`src/rtl/mem_d_copy_engine_pkg.sv`:
```
// Shared types and constants for the mem_d word-copy engine.
package mem_d_pkg;

  localparam int unsigned TAG_W = 11;

  localparam logic [3:0] WR_ALL  = 4'hF;
  localparam logic [3:0] WR_NONE = 4'h0;

  typedef enum logic [2:0] {
    ST_IDLE,
    ST_RD_REQ,
    ST_RD_WAIT,
    ST_WR_REQ,
    ST_WR_WAIT
  } state_e;

endpackage

```
`src/rtl/mem_d_copy_engine_if.sv`:
```
// Data-side memory request bus (mem_d_*): master drives requests, slave returns responses.
interface mem_d_copy_engine_if;
  import mem_d_pkg::*;

  logic [31:0]      mem_d_addr_o;
  logic [31:0]      mem_d_data_wr_o;
  logic             mem_d_rd_o;
  logic [3:0]       mem_d_wr_o;
  logic             mem_d_cacheable_o;
  logic [TAG_W-1:0] mem_d_req_tag_o;
  logic             mem_d_invalidate_o;
  logic             mem_d_writeback_o;
  logic             mem_d_flush_o;
  logic [31:0]      mem_d_data_rd_i;
  logic             mem_d_accept_i;
  logic             mem_d_ack_i;
  logic             mem_d_error_i;
  logic [TAG_W-1:0] mem_d_resp_tag_i;

  modport master (
    output mem_d_addr_o, mem_d_data_wr_o, mem_d_rd_o, mem_d_wr_o,
           mem_d_cacheable_o, mem_d_req_tag_o, mem_d_invalidate_o,
           mem_d_writeback_o, mem_d_flush_o,
    input  mem_d_data_rd_i, mem_d_accept_i, mem_d_ack_i, mem_d_error_i,
           mem_d_resp_tag_i
  );

  modport slave (
    input  mem_d_addr_o, mem_d_data_wr_o, mem_d_rd_o, mem_d_wr_o,
           mem_d_cacheable_o, mem_d_req_tag_o, mem_d_invalidate_o,
           mem_d_writeback_o, mem_d_flush_o,
    output mem_d_data_rd_i, mem_d_accept_i, mem_d_ack_i, mem_d_error_i,
           mem_d_resp_tag_i
  );

endinterface

```
`src/rtl/mem_d_copy_engine.sv`:
```
// Word-copy initiator on the mem_d bus: one outstanding request, ascending read/write pairs.
// Optional fill mode (write a constant, no reads) enabled by defining MEM_D_COPY_FILL_EN.
module mem_d_copy_engine
  import mem_d_pkg::*;
#(
  parameter int unsigned      LEN_W    = 16,
  parameter logic [TAG_W-1:0] TAG_BASE = 11'h400
) (
  input  logic                 clk_i,
  input  logic                 rst_i,
  input  logic                 start_i,
  input  logic [31:0]          src_addr_i,
  input  logic [31:0]          dst_addr_i,
  input  logic [LEN_W-1:0]     len_i,
  input  logic                 fill_i,
  input  logic [31:0]          fill_data_i,
  output logic                 busy_o,
  output logic                 done_o,
  output logic                 error_o,
  mem_d_copy_engine_if.master  mem_d
);

  state_e           state_q, state_d;
  logic [31:0]      src_q, src_d;
  logic [31:0]      dst_q, dst_d;
  logic [LEN_W-1:0] len_q, len_d;
  logic [LEN_W-1:0] idx_q, idx_d;
  logic [31:0]      data_q, data_d;
  logic             done_q, done_d;
  logic             error_q, error_d;

  logic             fill_mode;
  logic [31:0]      wr_word;

`ifdef MEM_D_COPY_FILL_EN
  logic             fill_q, fill_d;
  logic [31:0]      fill_data_q, fill_data_d;

  always_ff @(posedge clk_i or posedge rst_i) begin
    if (rst_i) begin
      fill_q      <= 1'b0;
      fill_data_q <= '0;
    end else begin
      fill_q      <= fill_d;
      fill_data_q <= fill_data_d;
    end
  end

  always_comb begin
    fill_d      = fill_q;
    fill_data_d = fill_data_q;
    if (state_q == ST_IDLE && start_i) begin
      fill_d      = fill_i;
      fill_data_d = fill_data_i;
    end
  end

  assign fill_mode = fill_q;
  assign wr_word   = fill_q ? fill_data_q : data_q;
`else
  logic unused_fill;
  assign unused_fill = ^{fill_i, fill_data_i};
  assign fill_mode   = 1'b0;
  assign wr_word     = data_q;
`endif

  logic             unused_align;
  logic [31:0]      word_off;
  logic [TAG_W-1:0] issued_tag;
  logic             resp_bad;
  logic             last_word;

  assign unused_align = ^{src_addr_i[1:0], dst_addr_i[1:0]};
  assign word_off     = 32'(idx_q) << 2;
  // Tag carries the low 10 bits of the word index; zero-extended when LEN_W < 10.
  assign issued_tag   = TAG_BASE | TAG_W'(10'(idx_q));
  assign resp_bad     = mem_d.mem_d_error_i || (mem_d.mem_d_resp_tag_i != issued_tag);
  assign last_word    = (idx_q + LEN_W'(1)) == len_q;

  always_ff @(posedge clk_i or posedge rst_i) begin
    if (rst_i) begin
      state_q <= ST_IDLE;
      src_q   <= '0;
      dst_q   <= '0;
      len_q   <= '0;
      idx_q   <= '0;
      data_q  <= '0;
      done_q  <= 1'b0;
      error_q <= 1'b0;
    end else begin
      state_q <= state_d;
      src_q   <= src_d;
      dst_q   <= dst_d;
      len_q   <= len_d;
      idx_q   <= idx_d;
      data_q  <= data_d;
      done_q  <= done_d;
      error_q <= error_d;
    end
  end

  always_comb begin
    state_d = state_q;
    src_d   = src_q;
    dst_d   = dst_q;
    len_d   = len_q;
    idx_d   = idx_q;
    data_d  = data_q;
    done_d  = 1'b0;
    error_d = error_q;

    unique case (state_q)
      ST_IDLE: begin
        if (start_i) begin
          src_d   = {src_addr_i[31:2], 2'b00};
          dst_d   = {dst_addr_i[31:2], 2'b00};
          len_d   = len_i;
          idx_d   = '0;
          error_d = 1'b0;
          if (len_i == '0) begin
            done_d = 1'b1;
          end else begin
`ifdef MEM_D_COPY_FILL_EN
            state_d = fill_i ? ST_WR_REQ : ST_RD_REQ;
`else
            state_d = ST_RD_REQ;
`endif
          end
        end
      end

      ST_RD_REQ: begin
        if (mem_d.mem_d_accept_i) state_d = ST_RD_WAIT;
      end

      ST_RD_WAIT: begin
        if (mem_d.mem_d_ack_i) begin
          if (resp_bad) begin
            error_d = 1'b1;
            state_d = ST_IDLE;
          end else begin
            data_d  = mem_d.mem_d_data_rd_i;
            state_d = ST_WR_REQ;
          end
        end
      end

      ST_WR_REQ: begin
        if (mem_d.mem_d_accept_i) state_d = ST_WR_WAIT;
      end

      ST_WR_WAIT: begin
        if (mem_d.mem_d_ack_i) begin
          if (resp_bad) begin
            error_d = 1'b1;
            state_d = ST_IDLE;
          end else if (last_word) begin
            done_d  = 1'b1;
            state_d = ST_IDLE;
          end else begin
            idx_d   = idx_q + LEN_W'(1);
            state_d = fill_mode ? ST_WR_REQ : ST_RD_REQ;
          end
        end
      end

      default: state_d = ST_IDLE;
    endcase
  end

  always_comb begin
    mem_d.mem_d_addr_o    = '0;
    mem_d.mem_d_data_wr_o = '0;
    mem_d.mem_d_rd_o      = 1'b0;
    mem_d.mem_d_wr_o      = WR_NONE;
    mem_d.mem_d_req_tag_o = '0;
    if (state_q == ST_RD_REQ) begin
      mem_d.mem_d_addr_o    = src_q + word_off;
      mem_d.mem_d_rd_o      = 1'b1;
      mem_d.mem_d_req_tag_o = issued_tag;
    end else if (state_q == ST_WR_REQ) begin
      mem_d.mem_d_addr_o    = dst_q + word_off;
      mem_d.mem_d_data_wr_o = wr_word;
      mem_d.mem_d_wr_o      = WR_ALL;
      mem_d.mem_d_req_tag_o = issued_tag;
    end
  end

  assign mem_d.mem_d_cacheable_o  = 1'b1;
  assign mem_d.mem_d_invalidate_o = 1'b0;
  assign mem_d.mem_d_writeback_o  = 1'b0;
  assign mem_d.mem_d_flush_o      = 1'b0;

  assign busy_o  = (state_q != ST_IDLE);
  assign done_o  = done_q;
  assign error_o = error_q;

endmodule

```
`src/flat_wrapper.sv`:
```
// flat-port wrapper written by rule: the top's interface ports become plain ports
module mem_d_copy_engine_flat import mem_d_pkg::*;
#(
  parameter int unsigned      LEN_W    = 16,
  parameter logic [TAG_W-1:0] TAG_BASE = 11'h400
)
  (clk_i, rst_i, start_i, src_addr_i, dst_addr_i, len_i, fill_i, fill_data_i, busy_o, done_o, error_o, mem_d_mem_d_addr_o, mem_d_mem_d_data_wr_o, mem_d_mem_d_rd_o, mem_d_mem_d_wr_o, mem_d_mem_d_cacheable_o, mem_d_mem_d_req_tag_o, mem_d_mem_d_invalidate_o, mem_d_mem_d_writeback_o, mem_d_mem_d_flush_o, mem_d_mem_d_data_rd_i, mem_d_mem_d_accept_i, mem_d_mem_d_ack_i, mem_d_mem_d_error_i, mem_d_mem_d_resp_tag_i);
  mem_d_copy_engine_if mem_d_i ();
  input  logic clk_i;
  input  logic rst_i;
  input  logic start_i;
  input  logic [31:0] src_addr_i;
  input  logic [31:0] dst_addr_i;
  input  logic [LEN_W-1:0] len_i;
  input  logic fill_i;
  input  logic [31:0] fill_data_i;
  output logic busy_o;
  output logic done_o;
  output logic error_o;
  output wire logic [$bits(mem_d_i.mem_d_addr_o)-1:0] mem_d_mem_d_addr_o;
  output wire logic [$bits(mem_d_i.mem_d_data_wr_o)-1:0] mem_d_mem_d_data_wr_o;
  output wire logic [$bits(mem_d_i.mem_d_rd_o)-1:0] mem_d_mem_d_rd_o;
  output wire logic [$bits(mem_d_i.mem_d_wr_o)-1:0] mem_d_mem_d_wr_o;
  output wire logic [$bits(mem_d_i.mem_d_cacheable_o)-1:0] mem_d_mem_d_cacheable_o;
  output wire logic [$bits(mem_d_i.mem_d_req_tag_o)-1:0] mem_d_mem_d_req_tag_o;
  output wire logic [$bits(mem_d_i.mem_d_invalidate_o)-1:0] mem_d_mem_d_invalidate_o;
  output wire logic [$bits(mem_d_i.mem_d_writeback_o)-1:0] mem_d_mem_d_writeback_o;
  output wire logic [$bits(mem_d_i.mem_d_flush_o)-1:0] mem_d_mem_d_flush_o;
  input wire logic [$bits(mem_d_i.mem_d_data_rd_i)-1:0] mem_d_mem_d_data_rd_i;
  input wire logic [$bits(mem_d_i.mem_d_accept_i)-1:0] mem_d_mem_d_accept_i;
  input wire logic [$bits(mem_d_i.mem_d_ack_i)-1:0] mem_d_mem_d_ack_i;
  input wire logic [$bits(mem_d_i.mem_d_error_i)-1:0] mem_d_mem_d_error_i;
  input wire logic [$bits(mem_d_i.mem_d_resp_tag_i)-1:0] mem_d_mem_d_resp_tag_i;
  assign mem_d_mem_d_addr_o = mem_d_i.mem_d_addr_o;
  assign mem_d_mem_d_data_wr_o = mem_d_i.mem_d_data_wr_o;
  assign mem_d_mem_d_rd_o = mem_d_i.mem_d_rd_o;
  assign mem_d_mem_d_wr_o = mem_d_i.mem_d_wr_o;
  assign mem_d_mem_d_cacheable_o = mem_d_i.mem_d_cacheable_o;
  assign mem_d_mem_d_req_tag_o = mem_d_i.mem_d_req_tag_o;
  assign mem_d_mem_d_invalidate_o = mem_d_i.mem_d_invalidate_o;
  assign mem_d_mem_d_writeback_o = mem_d_i.mem_d_writeback_o;
  assign mem_d_mem_d_flush_o = mem_d_i.mem_d_flush_o;
  assign mem_d_i.mem_d_data_rd_i = mem_d_mem_d_data_rd_i;
  assign mem_d_i.mem_d_accept_i = mem_d_mem_d_accept_i;
  assign mem_d_i.mem_d_ack_i = mem_d_mem_d_ack_i;
  assign mem_d_i.mem_d_error_i = mem_d_mem_d_error_i;
  assign mem_d_i.mem_d_resp_tag_i = mem_d_mem_d_resp_tag_i;
  mem_d_copy_engine #(.LEN_W(LEN_W), .TAG_BASE(TAG_BASE)) u_core (.clk_i(clk_i), .rst_i(rst_i), .start_i(start_i), .src_addr_i(src_addr_i), .dst_addr_i(dst_addr_i), .len_i(len_i), .fill_i(fill_i), .fill_data_i(fill_data_i), .busy_o(busy_o), .done_o(done_o), .error_o(error_o), .mem_d(mem_d_i));
endmodule
```
`config.mk`:
```
export PLATFORM = sky130hd
export DESIGN_NAME = mem_d_copy_engine_flat
export DESIGN_NICKNAME = d
export VERILOG_FILES = /design/src/rtl/mem_d_copy_engine_pkg.sv /design/src/rtl/mem_d_copy_engine_if.sv /design/src/rtl/mem_d_copy_engine.sv /design/src/flat_wrapper.sv
export SDC_FILE = /design/constraint.sdc
export NUM_CORES = 1
export LEC_CHECK = 0
export BUFFER_PORTS_ARGS = -buffer_cell sky130_fd_sc_hd__buf_2
export CAP_MARGIN = 20
export CORE_MARGIN = 2
export CORE_UTILIZATION = 48
export DETAILED_ROUTE_END_ITERATION = 10
export PLACE_DENSITY = 0.79
export SETUP_SLACK_MARGIN = 0.02
export SYNTH_ARGS = -nofsm -noshare
export SYNTH_HDL_FRONTEND = slang
export SYNTH_SLANG_ARGS = --single-unit
export TNS_END_PERCENT = 10
```
`constraint.sdc`:
```
create_clock -name clk_i -period 3.3 [get_ports clk_i]
set_clock_uncertainty 0.15 [all_clocks]
set_input_delay 0 -clock clk_i [delete_from_list [all_inputs] [get_ports clk_i]]
set_output_delay 0 -clock clk_i [all_outputs]
set_load 0.1 [all_outputs]
```
==> flow_metrics.py <==
metrics = {
    "floorplan": {
        "dieHeight_um": 139,
        "die_x_um": 139,
        "io_pins": 249,
        "initial_core_util_pct": 49.0,
        "coreArea_um2": 18000,
        "design.die.area_um2": 19400,
        "row_count": 49,
    },
    "clock_network": {
        "worst_skew_pair.late_latency_ns": 0.43,
        "htree_levels": 4,
        "cts_buffer_depth": 2,
        "path_clk_slew_ns": 0.06,
        "cts_tree": "yes",
        "clock-root-buffer": "clkbuf_16",
        "cts.sinks": 129,
        "cts_made_buffers": 17,
    },
    "synth": {
        "syn_inst": 874,
        "syn_avg_cell_area_um2": 10.1,
        "synth_seq_cells": 129,
        "ys_seq_area_share_pct": 36.7,
        "yosysWarnings": 0,
        "synth_ff_type": "dfrtp_1",
        "async_flop_share_pct": 100,
        "synthDistinctLibCells": 80,
        "synthesis.area_um2": 8800,
        "synth_edf_count": 0,
    },
    "timing": {
        "grt_setup_unrepaired": "true",
        "fmax_ghz": 0.294,
        "fin_ws_ns": -0.104,
        "finalHoldViolCount": 0,
        "relSlewSlack_pct": 27.1,
        "setup_violations": 8,
        "drv_slew": 0,
        "finalCritPeriodShare_pct": 103,
        "max_slew.worst_pin.slew_ns": 1.09,
        "period_needed_ns": 3.40,
    },
    "routing": {
        "ant_nets": 0,
        "vias": 8522,
        "drc": 0,
        "wl_per_cell_um": 19.7,
        "wirelength_mm": 28.5,
        "first_iter_violations": 643,
        "viasPerCell": 5.89,
        "drt-pass1-iter-count": 5,
    },
    "place": {
        "place.gp.congestion": 0.936,
        "post-place-ws_ns": 0.100,
        "dp_hpwl_mm": 18.1,
        "io_buffers": 205,
        "dpl_cell_area_um2": 10600,
    },
    "hold_path": {
        "hp-class": "in -> reg",
        "hold_start": "mem_d_mem_d_error_i",
    },
    "setup_path": {
        "critical_path_class": "reg -> out",
        "start_kind": "flip-flop",
        "cp-end-kind": "primary output",
        "required_ns": 3.15,
        "cp_max_fo": 2,
        "crit_start": "u_core.src_q[2]",
        "arrival_ns": 3.25,
        "r2r-start": "u_core.idx_q[0]",
    },
    "finish": {
        "syn2layout_area_growth_pct": 46.6,
        "mostFrequentLayoutCells": "buf_2, dfrtp_1, dlygate4sd3_1, mux2_2, xnor2_1",
        "finalInstanceArea_um2": 12900,
        "final_layout_size_suffix_gt1_share_pct": 40.9,
        "num-nets-final": 1402,
        "layout_commonest_cell": "buf_2",
    },
    "outcome": {
        "violations": "setup timing",
        "status": "finished, violations left",
    },
    "global_routing": {
        "overflow": 0,
        "track_usage_pct": 28.7,
        "antenna_found_initial": 1,
        "grt_pass1_wl_mm": 44.8,
        "grt_pass1_vias": 8526,
        "grt_max_degree": 93,
    },
    "power_and_ir_drop": {
        "p_leak_nw": 5.91,
        "power_density_nw_per_um2": 839,
        "ir_worst_vdd_mv": 0.966,
    },
    "job": {
        "drv_cap": 0,
    },
}
[through the flow]
| step | instances | TNS (ns) | hold slack [ns] | power (W) | util, % |
|---|---|---|---|---|---|
| floorplan | 878 | -40.86 | -0.0347 | 0.00676 | - |
| global placement | 1290 | 0 | 0.0733 | 0.00817 | 59.2 |
| detailed placement | 1290 | 0 | 0.0841 | 0.00829 | 59.2 |
| CTS | 1441 | -0.172 | 0.00886 | 0.0106 | 70.5 |
| global route | 1448 | -1.58 | 0.0858 | 0.0112 | 71.8 |
| finish | 1448 | -0.396 | 0.0150 | 0.0108 | 71.8 |
[worst max-delay path, cell delays in order (launching register included)]
cell,delay (ns)
dfrtp_1,0.43
ha_2,0.23
fa_2,0.38
a211oi_2,0.23
o21bai_1,0.13
o21ai_2,0.19
a21oi_1,0.09
o31a_1,0.27
o21ai_1,0.11
or3b_4,0.39
a21oi_4,0.17
buf_12,0.19
[path summary, 6_finish.rpt]
| kind | endpoint | slack [ns] | cells past startpoint |
|---|---|---|---|
| hold / removal | u_core.error_o | 0.02 | 6 |
| setup / recovery | mem_d_mem_d_addr_o[16] | -0.10 | 11 |
| min in group asynchronous | u_core.data_q[17] | 0.15 | 3 |
| hold reg to reg | u_core.error_o | 0.34 | 2 |
| setup reg to reg | u_core.idx_q[14] | 0.10 | 10 |
| max in group asynchronous | u_core.src_q[16] | 2.04 | 4 |
[synth_stat cells (all sizes together), types with 3 or more instances]
| cell | n | area, um2 |
|---|---|---|
| dfrtp | 129 | 3230 |
| mux2 | 109 | 1230 |
| xnor2 | 55 | 482 |
| nand2 | 52 | 198 |
| a21oi | 41 | 209 |
| nor2 | 39 | 146 |
| and3 | 36 | 225 |
| ha | 33 | 413 |
| nand3 | 32 | 173 |
| buf | 28 | 209 |
| clkbuf | 28 | 105 |
| o21ai | 26 | 130 |
| inv | 23 | 86.3 |
| nor3 | 19 | 95.1 |
| xor2 | 19 | 166 |
| a211oi | 15 | 118 |
| a21o | 15 | 113 |
| nand4 | 15 | 130 |
| o22ai | 15 | 93.8 |
| o31ai | 15 | 163 |
| nor4 | 14 | 139 |
| o211ai | 14 | 119 |
| and2 | 9 | 56.3 |
| mux2i | 7 | 70.1 |
| nand2b | 7 | 51.3 |
| o311ai | 7 | 61.3 |
| or3 | 7 | 48.8 |
| nor2b | 6 | 37.5 |
| o21bai | 4 | 30.0 |
| o41ai | 4 | 42.6 |
| or2 | 4 | 25.0 |
| a211o | 3 | 26.3 |
| a2bb2oi | 3 | 26.3 |
| nand3b | 3 | 22.5 |
| nor3b | 3 | 22.5 |
| o21a | 3 | 22.5 |
| or4 | 3 | 22.5 |
[kinds of logic (layout without fill, tap and decap cells)]
kind of cell    after synthesis  after routing  synth area share [%]
mux                         116            116                  14.7
xor+xnor                     74             74                  7.36
compound gates              182            182                  14.8
flops                       129            129                  36.7
simple gates                257            257                  16.6
fa+ha+maj                    35             35                  5.15
other cells                   2              7                0.0853
buf+inv                      79            419                  4.55
[report_power, final]
group          internal [W]  leakage (nW)  switching (W)
registers           0.00209          1.62       0.000609
clock network       0.00129         0.305       0.000755
logic               0.00228          3.98        0.00379
total               0.00566          5.91        0.00516
[area by class of cell]
type	instances	area, um2
diodes	1	2.50
repair buffers	364	2900
clock inverters	12	181
flip-flops and latches	129	3230
inverters	23	88.8
multi-input cells	670	5760
well taps	229	287
clock buffers	20	447
fillers	1225	5060
[metal layers]
layer | global-route usage, % | up-vias | wire length, um
met1 | 36.2 | 4142 | 11400
met3 | 4.92 | 78 | 1930
met2 | 49.5 | 425 | 14300
met4 | 10.6 | 0 | 887
li1 | - | 3877 | -
met5 | 0 | - | 0
[repair_timing]
action	in CTS	in global routing
pin swaps	23	26
buffers inserted	4	6
hold endpoints to repair	181	0
hold buffers	114	0
cloned	1	0
setup endpoints to repair	19	40
gates resized for setup	47	41
[state kept, by name (all words and copies together), names as in the netlist]
signal / cells
u_core.done_o: 1
u_core.data_q: 32
u_core.error_o: 1
u_core.src_q: 30
u_core.state_q: 3
u_core.idx_q: 16
u_core.len_q: 16
u_core.dst_q: 30
(Power assumes the default switching activity.)
